**src/rtl/mp_add_seq_pkg.sv**
```systemverilog
// mp_add_seq_pkg
//   Shared definitions for the multi-precision add/subtract sequencer:
//   byte width of the adder slice, the sequencer state encoding and the
//   helper that sizes the byte index.
package mp_add_seq_pkg;

   localparam int BYTE_W = 8;

   typedef enum logic [1:0] {
      IDLE = 2'd0,
      RUN  = 2'd1,
      DONE = 2'd2
   } state_t;

   // Byte index width; never narrower than one bit.
   function automatic int idx_w(input int nbytes);
      return (nbytes > 1) ? $clog2(nbytes) : 1;
   endfunction

endpackage

```
**src/rtl/mp_add_seq_adder.sv**
```systemverilog
// adder
//   8-bit carry-lookahead adder slice.
//   Ports:
//     A, B  : 8-bit operands
//     Cin   : carry in
//     Cout  : carry out of bit 7
//     sum   : 8-bit sum
module adder (
   input  logic [7:0] A,
   input  logic [7:0] B,
   input  logic       Cin,
   output logic       Cout,
   output logic [7:0] sum
);

   logic [7:0] g;
   logic [7:0] p;
   logic [8:0] c;

   assign g = A & B;
   assign p = A ^ B;

   // Every carry is a flat sum of products of generate/propagate terms,
   // so no carry depends on another carry net.
   always_comb begin
      logic cy;
      logic pr;
      c = '0;
      for (int i = 0; i <= 8; i++) begin
         cy = 1'b0;
         pr = 1'b1;
         for (int j = i - 1; j >= 0; j--) begin
            cy = cy | (pr & g[j]);
            pr = pr & p[j];
         end
         c[i] = cy | (pr & Cin);
      end
   end

   assign sum  = p ^ c[7:0];
   assign Cout = c[8];

endmodule

```
**src/rtl/mp_add_seq.sv**
```systemverilog
// mp_add_seq
//   Multi-precision add/subtract sequencer. One 8-bit adder slice is run
//   over NBYTES cycles, least-significant byte first, with the carry chained
//   through a register.
//   Parameters:
//     NBYTES   : operand width in bytes (2..16)
//   Ports:
//     clk      : rising-edge clock
//     rst      : synchronous active-high reset
//     start    : operation request, sampled only when not busy
//     op_sub   : 0 = a+b, 1 = a-b, sampled with start
//     a, b     : operands, sampled with start
//     busy     : high while bytes are being processed
//     done     : one-cycle pulse when result/cout/overflow are valid
//     result   : sum/difference, held until the next accepted start
//     cout     : final carry out (subtract: 1 = no borrow)
//     overflow : signed overflow, only built when MP_ADD_SEQ_OVF_EN is
//                defined; otherwise tied to 0
module mp_add_seq
   import mp_add_seq_pkg::*;
#(
   parameter int NBYTES = 4
) (
   input  logic                     clk,
   input  logic                     rst,
   input  logic                     start,
   input  logic                     op_sub,
   input  logic [BYTE_W*NBYTES-1:0] a,
   input  logic [BYTE_W*NBYTES-1:0] b,
   output logic                     busy,
   output logic                     done,
   output logic [BYTE_W*NBYTES-1:0] result,
   output logic                     cout,
   output logic                     overflow
);

   localparam int             W    = BYTE_W * NBYTES;
   localparam int             IW   = idx_w(NBYTES);
   localparam logic [IW-1:0]  LAST = IW'(NBYTES - 1);

   state_t              state, state_nxt;
   logic [W-1:0]        opa;
   logic [W-1:0]        opb;
   logic                carry;
   logic [IW-1:0]       idx;
   logic [BYTE_W-1:0]   sa, sb, sum;
   logic                sc;
   logic                accept;
   logic                last;

   // start is only honoured outside RUN, which includes the DONE cycle
   assign accept = start && (state != RUN);
   assign last   = (state == RUN) && (idx == LAST);

   // Byte slice feeding the adder
   assign sa = opa[idx*BYTE_W +: BYTE_W];
   assign sb = opb[idx*BYTE_W +: BYTE_W];

   adder u_adder (
      .A   (sa),
      .B   (sb),
      .Cin (carry),
      .Cout(sc),
      .sum (sum)
   );

   // State register
   always_ff @(posedge clk) begin
      if (rst) state <= IDLE;
      else     state <= state_nxt;
   end

   // Next-state logic
   always_comb begin
      state_nxt = state;
      case (state)
         IDLE:    if (start) state_nxt = RUN;
         RUN:     if (last)  state_nxt = DONE;
         DONE:    state_nxt = start ? RUN : IDLE;
         default: state_nxt = IDLE;
      endcase
   end

   // Outputs decode straight from the state register
   always_comb begin
      busy = (state == RUN);
      done = (state == DONE);
   end

   // Datapath: subtract is a + ~b + 1, so b is inverted on capture and the
   // carry is seeded with op_sub.
   always_ff @(posedge clk) begin
      if (rst) begin
         opa    <= '0;
         opb    <= '0;
         carry  <= 1'b0;
         idx    <= '0;
         result <= '0;
         cout   <= 1'b0;
      end else if (accept) begin
         opa    <= a;
         opb    <= op_sub ? ~b : b;
         carry  <= op_sub;
         idx    <= '0;
         result <= '0;
         cout   <= 1'b0;
      end else if (state == RUN) begin
         result[idx*BYTE_W +: BYTE_W] <= sum;
         carry <= sc;
         if (last) cout <= sc;
         else      idx  <= idx + 1'b1;
      end
   end

`ifdef MP_ADD_SEQ_OVF_EN
   // Sign bits of the top byte decide overflow; sb is already inverted
   // for subtract, so one rule covers both operations.
   always_ff @(posedge clk) begin
      if (rst)
         overflow <= 1'b0;
      else if (accept)
         overflow <= 1'b0;
      else if (last)
         overflow <= (sa[BYTE_W-1] == sb[BYTE_W-1]) &&
                     (sum[BYTE_W-1] != sa[BYTE_W-1]);
   end
`else
   assign overflow = 1'b0;
`endif

endmodule

```
**config.mk**
```make
export PLATFORM = sky130hd
export DESIGN_NAME = mp_add_seq
export DESIGN_NICKNAME = d
export VERILOG_FILES = /design/src/rtl/mp_add_seq_pkg.sv /design/src/rtl/mp_add_seq_adder.sv /design/src/rtl/mp_add_seq.sv
export SDC_FILE = /design/constraint.sdc
export NUM_CORES = 1
export LEC_CHECK = 0
export CAP_MARGIN = 15
export CORE_UTILIZATION = 30
export DETAILED_ROUTE_END_ITERATION = 16
export HOLD_SLACK_MARGIN = 0.08
export PLACE_DENSITY = 0.51
export SETUP_SLACK_MARGIN = 0.3
export SYNTH_ARGS = -nofsm -noshare
export SYNTH_HDL_FRONTEND = slang
export SYNTH_HIERARCHICAL = 1
export SYNTH_SLANG_ARGS = --single-unit
export TNS_END_PERCENT = 100
```
**constraint.sdc**
```tcl
create_clock -name clk -period 2.61 [get_ports clk]
set_input_delay 0.6525 -clock clk [delete_from_list [all_inputs] [get_ports clk]]
set_output_delay 0.6525 -clock clk [all_outputs]
set_load 0.05 [all_outputs]
```
==> flow_summary.toml, run 1 <==
[run_status]
status = "finished with violations"
violations = "negative setup slack"

[placement]
gp_congestion = 0.7727
dpl.hpwl_microns = 9600
place_inst = 794
dpl_cell_area_sq_um = 6205
dpl_worst_slack_ns = -0.1184
port_buffers = 102

[sta]
rsz0062_at_grt = "yes"
finClkSkew_ns = 0.01090
fin_crit_sh = 1.023
final-setup-viol-count = 2
slew_viol_final = 0
finalSetupTns_ns = -0.06840
fmax_mhz = 374.4
finalHoldViolCount = 0
holdWs_ns = 0.4564
worstMarginPinSlew_ns = 0.7853
relSlewSlack = 0.4765
min_period_ns = 2.671
fin_ws_ns = -0.06112

[setup_path]
worstPathRequired_ns = 2.86
cp-end-kind = "register"
cp_max_fo = 7
crit_type = "register to register"
cp-start-kind = "register"
worstPathArrival_ns = 2.92

[routing]
drt-total-wl_microns = 13580
drc = 0
first_pass_iters = 4
ant_nets = 0
avgRoutedWirePerCell_microns = 16.50
drt_iter0_markers = 252
routed_via_density = 5.038
dr_total_vias = 4146

[finish]
multiInputGateArea_sq_um = 2764
seq_area_sq_um = 2046
num-nets-final = 686
n_fill_cell = 1550
fin_area_sq_um = 6725
post-route-util = 0.4218
syn_to_final_growth_pct = 36.77
finalNonFillerCells = 823
n_antenna_cell = 0
drive_above_1_share = 0.1697

[clock_network]
clk_path_buf_depth = 2
clk_latency_ns = 0.35
cts.htree.levels = 3
clk_pin_slew_ns = 0.07
cts_buffers = 9
cts_tree = "done"
clock-sinks = 102
clock_tree.root_cell = "clkbuf_16"

[floorplanning]
row_count = 46
die_x_microns = 130.0
fp.dieH_microns = 130.0
dieArea_sq_um = 16910
start_util = 0.3084
core_sq_um = 15940
num_io_pins = 104

[run]
drv_cap = 0

[worst_hold_path]
hp-class = "register to register"

[yosys]
synth_fp_nets = 585
synth_async_sr_flop_share = 0
yosysWarningCount = 6
synth_edf_count = 0
ys_types = 46
syn_avg_cell_area_sq_um = 9.815
syn-instance-count = 501
netlist_area_sq_um = 4917
yosysSeqAreaShare = 0.4153
ys_seq_elements = 102
synthFlopType = "dfxtp_1"

[power]
combPwrFrac = 0.223
power.density_nw_per_um2 = 560.3
power.share.sequential = 0.450
p_int_mw = 2.692
pwr-share-clk = 0.327
p_sw_mw = 1.076
swShare = 0.2857
total_power_mw = 3.768
leakage_nw = 2.354
vdd_drop_max_mv = 0.3272

[global_route]
grt_pass1_wl_microns = 21750
grt-ovfl-total = 0
grt_pass1_vias = 4134
grt_max_degree = 74
grt_usage = 0.1699
grt_antenna_before_repair = 0
==> kinds of logic after synthesis <==
kind of cell | count (synthesis) | synth area share
AO/OA/AOI/OAI | 180 | 0.2288
XOR/XNOR | 39 | 0.06947
adder cells (fa/ha/maj) | 16 | 0.04224
buffers and inverters | 58 | 0.05954
flip-flops | 102 | 0.4153
multiplexers | 17 | 0.07532
other | 1 | 0.0007626
AND/OR/NAND/NOR | 88 | 0.1087
==> worst max-delay path: stages (launching register included) <==
cell,delay [ns]
dfxtp_4,0.37
buf_8,0.13
mux4_2,0.55
ha_4,0.27
a21oi_4,0.15
o2111ai_2,0.17
a221o_1,0.38
xor2_2,0.19
buf_4,0.15
a22o_1,0.19
==> synthesized netlist by cell type (7+ instances only) <==
| master | number | area share |
|---|---|---|
| dfxtp_1 | 102 | 0.42 |
| a21oi_1 | 79 | 0.080 |
| xnor2_1 | 37 | 0.066 |
| nand3_1 | 35 | 0.036 |
| o21ai_0 | 35 | 0.036 |
| a211oi_1 | 33 | 0.050 |
| buf_2 | 21 | 0.021 |
| a22o_1 | 20 | 0.036 |
| mux4_2 | 16 | 0.073 |
| ha_1 | 15 | 0.038 |
| clkbuf_1 | 13 | 0.0099 |
| nand2_1 | 13 | 0.0099 |
| inv_1 | 10 | 0.0076 |
| nand4_1 | 10 | 0.013 |
| nor2_1 | 10 | 0.0076 |
| buf_4 | 7 | 0.011 |
==> state kept, by name, indices dropped and copies added (netlist names) <==
register and cells:
state 2, idx 2, result 32, opa 32, carry 1, opb 32
cout 1
==> layer usage <==
| metal | routed length, microns | part of all wire | global-route usage |
|---|---|---|---|
| met5 | 0 | 0 | 0 |
| met4 | 194 | 0.014 | 0.06635 |
| met3 | 516 | 0.038 | 0.02665 |
| met2 | 6610 | 0.49 | 0.2760 |
| met1 | 6257 | 0.46 | 0.2260 |
==> layout make-up <==
type                            count  share of cell area
Timing Repair Buffer              136              0.1985
Inverter                           12            0.006698
Clock inverter                      6            0.005395
Multi-Input combinational cell    341              0.4110
Sequential cell                   102              0.3042
Clock buffer                       10             0.03405
Tap cell                          216             0.04019
==> worst paths after layout <==
path                                start    endpoint  slack [ns]  depth (start not counted)
worst max-delay path               idx[0]  result[23]       -0.06                          9
worst max register to register     idx[0]  result[23]       -0.06                          9
worst min-delay path            result[7]   result[7]        0.46                          2
worst min register to register  result[7]   result[7]        0.46                          2
==> cell usage in the layout, fill, tap and decap left out, types with 2 or more instances in the layout <==
master / instances
a211oi_1: 33
a21o_1: 2
a21oi_1: 76
a21oi_2: 3
a22o_1: 20
buf_12: 5
buf_2: 3
buf_4: 27
buf_6: 2
clkbuf_16: 9
clkdlybuf4s50_1: 97
clkinv_2: 4
dfxtp_1: 101
ha_1: 7
ha_4: 7
inv_1: 10
inv_2: 2
mux4_2: 16
nand2_1: 13
nand3_1: 33
nand3b_1: 3
nand4_1: 10
nand4bb_1: 2
nor2_1: 8
nor2b_1: 2
nor3_1: 2
nor4_4: 3
o211a_1: 2
o21ai_0: 34
o21ai_2: 2
xnor2_1: 36
==> power by group through the flow <==
stage,Combinational [mW],Clock [mW],Sequential [mW]
2_1_floorplan,0.482,0,1.72
3_3_place_gp,0.748,0,1.74
3_5_place_dp,0.761,0,1.74
4_1_cts,0.820,1.27,1.69
5_1_grt,0.913,1.33,1.70
6_report,0.840,1.23,1.70
==> repair_timing <==
| item | in CTS | in global routing |
|---|---|---|
| setup buffers | 10 | 3 |
| hold buffers | 0 | 0 |
| endpoints found under the setup margin | 27 | 30 |
| pin swaps | 18 | 9 |
| endpoints found under the hold margin | 0 | 0 |
| resized for setup | 13 | 10 |
Power figures use the tool's default switching activity.
==> inputs of run 2 (changes only) <==
SYNTH_HIERARCHICAL = unset   (was 1)
TNS_END_PERCENT = 1   (was 100)
==> run 2 against run 1 <==
Against the previous run:
- the run now ends clean
- critical path type unchanged
- highest routed layer unchanged
- via count decreased by 8.2%
- maximum frequency increased by 5.5%
- sequential share of layout area increased by 1.2 points
- largest cell class unchanged
- non-clock buffer count decreased by 12
- wire length decreased by 13%
==> flow_summary.toml, run 2 <==
[global_route]
grt-ovfl-total = 0
grt_usage = 0.1551
grt_antenna_before_repair = 0
grt_max_degree = 97
grt_pass1_vias = 3664
grt_pass1_wl_microns = 19380

[yosys]
syn_avg_cell_area_sq_um = 9.467
synth_xor_area_frac = 0.07378
ys_types = 40
synth_edf_count = 0
synthFlopType = "dfxtp_1"
yosys.area.top_type = "dfxtp_1"
synth-compound-area-share = 0.1816
yosys.area_share.simple = 0.1411
synth_commonest_cells = "dfxtp_1 (102), nand2_1 (75), nor2_1 (57), a21oi_1 (43), xnor2_1 (38)"
muxShareOfSynthArea = 0.07784
netlist_area_sq_um = 4629
ys_seq_elements = 102
synth_async_sr_flop_share = 0
synthTopCellsByArea = "dfxtp_1 (44%), mux4_2 (7.8%), xnor2_1 (7.2%)"
yosysSeqAreaShare = 0.4411
synth_fp_nets = 573
synth_top_family_by_area = "compound AO/OA/AOI/OAI gates"
yosysWarningCount = 0
synth_top_area_frac = 0.4411
syn-instance-count = 489
yosysMostFrequentCell = "dfxtp_1"
synth_adder_area_share = 0.04486

[floorplanning]
fp.dieH_microns = 126.2
row_count = 45
num_io_pins = 104
dieArea_sq_um = 15930
core_sq_um = 15150
start_util = 0.3057
die_x_microns = 126.2

[power]
power.share.sequential = 0.429
pwr-share-clk = 0.373
vdd_drop_max_mv = 0.3745
p_int_mw = 2.942
combPwrFrac = 0.197
power.density_nw_per_um2 = 609.7
swShare = 0.2544
p_sw_mw = 1.004
leakage_nw = 2.343

[run_status]
status = "finished clean"

[routing]
drc = 0
drt-total-wl_microns = 11750
avgRoutedWirePerCell_microns = 15.03
dr_total_vias = 3808
ant_nets = 0
drt_iter0_markers = 253
routed_via_density = 4.870
first_pass_iters = 4

[finish]
n_fill_cell = 1493
num-nets-final = 673
n_antenna_cell = 0
layout_common_cells = "dfxtp_1 (101), clkdlybuf4s50_1 (98), nand2_1 (73), nor2_1 (56), a21oi_1 (42)"
final_common_cell = "dfxtp_1"
syn_to_final_growth_pct = 39.81
fin_area_sq_um = 6472
largestRegisters = "opa x32, opb x32, result x32"
drive_above_1_share = 0.1414

[worst_hold_path]
hp-class = "register to register"

[setup_path]
cp-start-kind = "register"
worstPathArrival_ns = 2.74
crit_type = "register to register"
cp-end-kind = "register"
worstPathRequired_ns = 2.82
cp_max_fo = 7

[sta]
rsz0062_at_grt = "yes"
finClkSkew_ns = 0.007015
final-setup-viol-count = 0
slew_viol_final = 0
relSlewSlack = 0.5396
holdWs_ns = 0.4549
finalHoldViolCount = 0
fmax_mhz = 394.8
min_period_ns = 2.533
worstMarginPinSlew_ns = 0.6906
fin_crit_sh = 0.9704

[run]
drv_cap = 0

[clock_network]
clock_tree.root_cell = "clkbuf_16"
cts_buffers = 9
clk_latency_ns = 0.34
clk_path_buf_depth = 2
cts.htree.levels = 3
clock-sinks = 102
cts_tree = "done"
clk_pin_slew_ns = 0.06

[placement]
dpl_cell_area_sq_um = 6023
dpl.hpwl_microns = 9040
port_buffers = 102
gp_congestion = 0.7822
## run 2: worst paths after layout
check	from	end	slack [ns]	cells after the start
worst min register to register	opa[11]	opa[11]	0.45	2
worst max-delay path	idx[0]	cout	0.08	9
worst min-delay path	opa[11]	opa[11]	0.45	2
worst max register to register	idx[0]	cout	0.08	9
## run 2: critical path, stage by stage (launching register included)
cell and delay, ns:
dfxtp_4 0.41, buf_12 0.15, mux4_2 0.55, ha_4 0.26, o21ai_4 0.21, buf_4 0.17
nor4_4 0.04, or2_4 0.24, a211oi_4 0.24, a311oi_1 0.13
## run 2: cell families after synthesis
| family | Yosys count |
|---|---|
| XOR/XNOR | 39 |
| adder cells (fa/ha/maj) | 16 |
| multiplexers | 16 |
| AO/OA/AOI/OAI | 118 |
| other | 1 |
| AND/OR/NAND/NOR | 155 |
| buffers and inverters | 42 |
| flip-flops | 102 |
## run 2: what timing repair did
item                       in CTS  in global routing
gates resized for setup         7                  5
setup buffers                   3                  3
pin swaps                       8                  5
cloned                          0                  0
hold buffers                    0                  0
setup endpoints to repair      22                 27
## run 2: cell type report
cell class | count | area (sq um) | area share
Sequential cell | 102 | 2046 | 0.3161
Timing Repair Buffer | 124 | 1226 | 0.1894
Tap cell | 188 | 235.2 | 0.03634
Clock inverter | 3 | 65.06 | 0.01005
Multi-Input combinational cell | 345 | 2604 | 0.4023
Inverter | 7 | 26.28 | 0.004060
Clock buffer | 13 | 270.3 | 0.04176
## run 2: through the flow
step	utilization	setup TNS [ns]	power, mW	setup WS [ns]	cells
CTS	0.4235	0	3.965	0.1082	779
detailed placement	0.3977	0	2.476	0.02544	760
global route	0.4273	-0.03528	4.110	-0.01723	782
global placement	0.3977	0	2.464	0.08115	760
finish	0.4273	0	3.947	0.07720	782
floorplan	-	0	2.204	0.2214	489
## run 2: routing by layer
metal | wire length [microns] | GRT usage | up-vias | part of all wire
met5 | 0 | 0 | - | 0
met4 | 162 | 0.05741 | 0 | 0.014
met3 | 338 | 0.02294 | 10 | 0.029
met2 | 5552 | 0.2502 | 78 | 0.47
met1 | 5700 | 0.2098 | 1794 | 0.48
li1 | - | - | 1926 | -
## run 2: power groups by stage
| stage | Sequential [mW] | Combinational, mW | Clock (mW) |
|---|---|---|---|
| after floorplan | 1.72 | 0.481 | 0 |
| after global placement | 1.73 | 0.734 | 0 |
| after detailed placement | 1.73 | 0.746 | 0 |
| after CTS | 1.69 | 0.764 | 1.51 |
| after global routing | 1.70 | 0.854 | 1.55 |
| final | 1.69 | 0.779 | 1.47 |
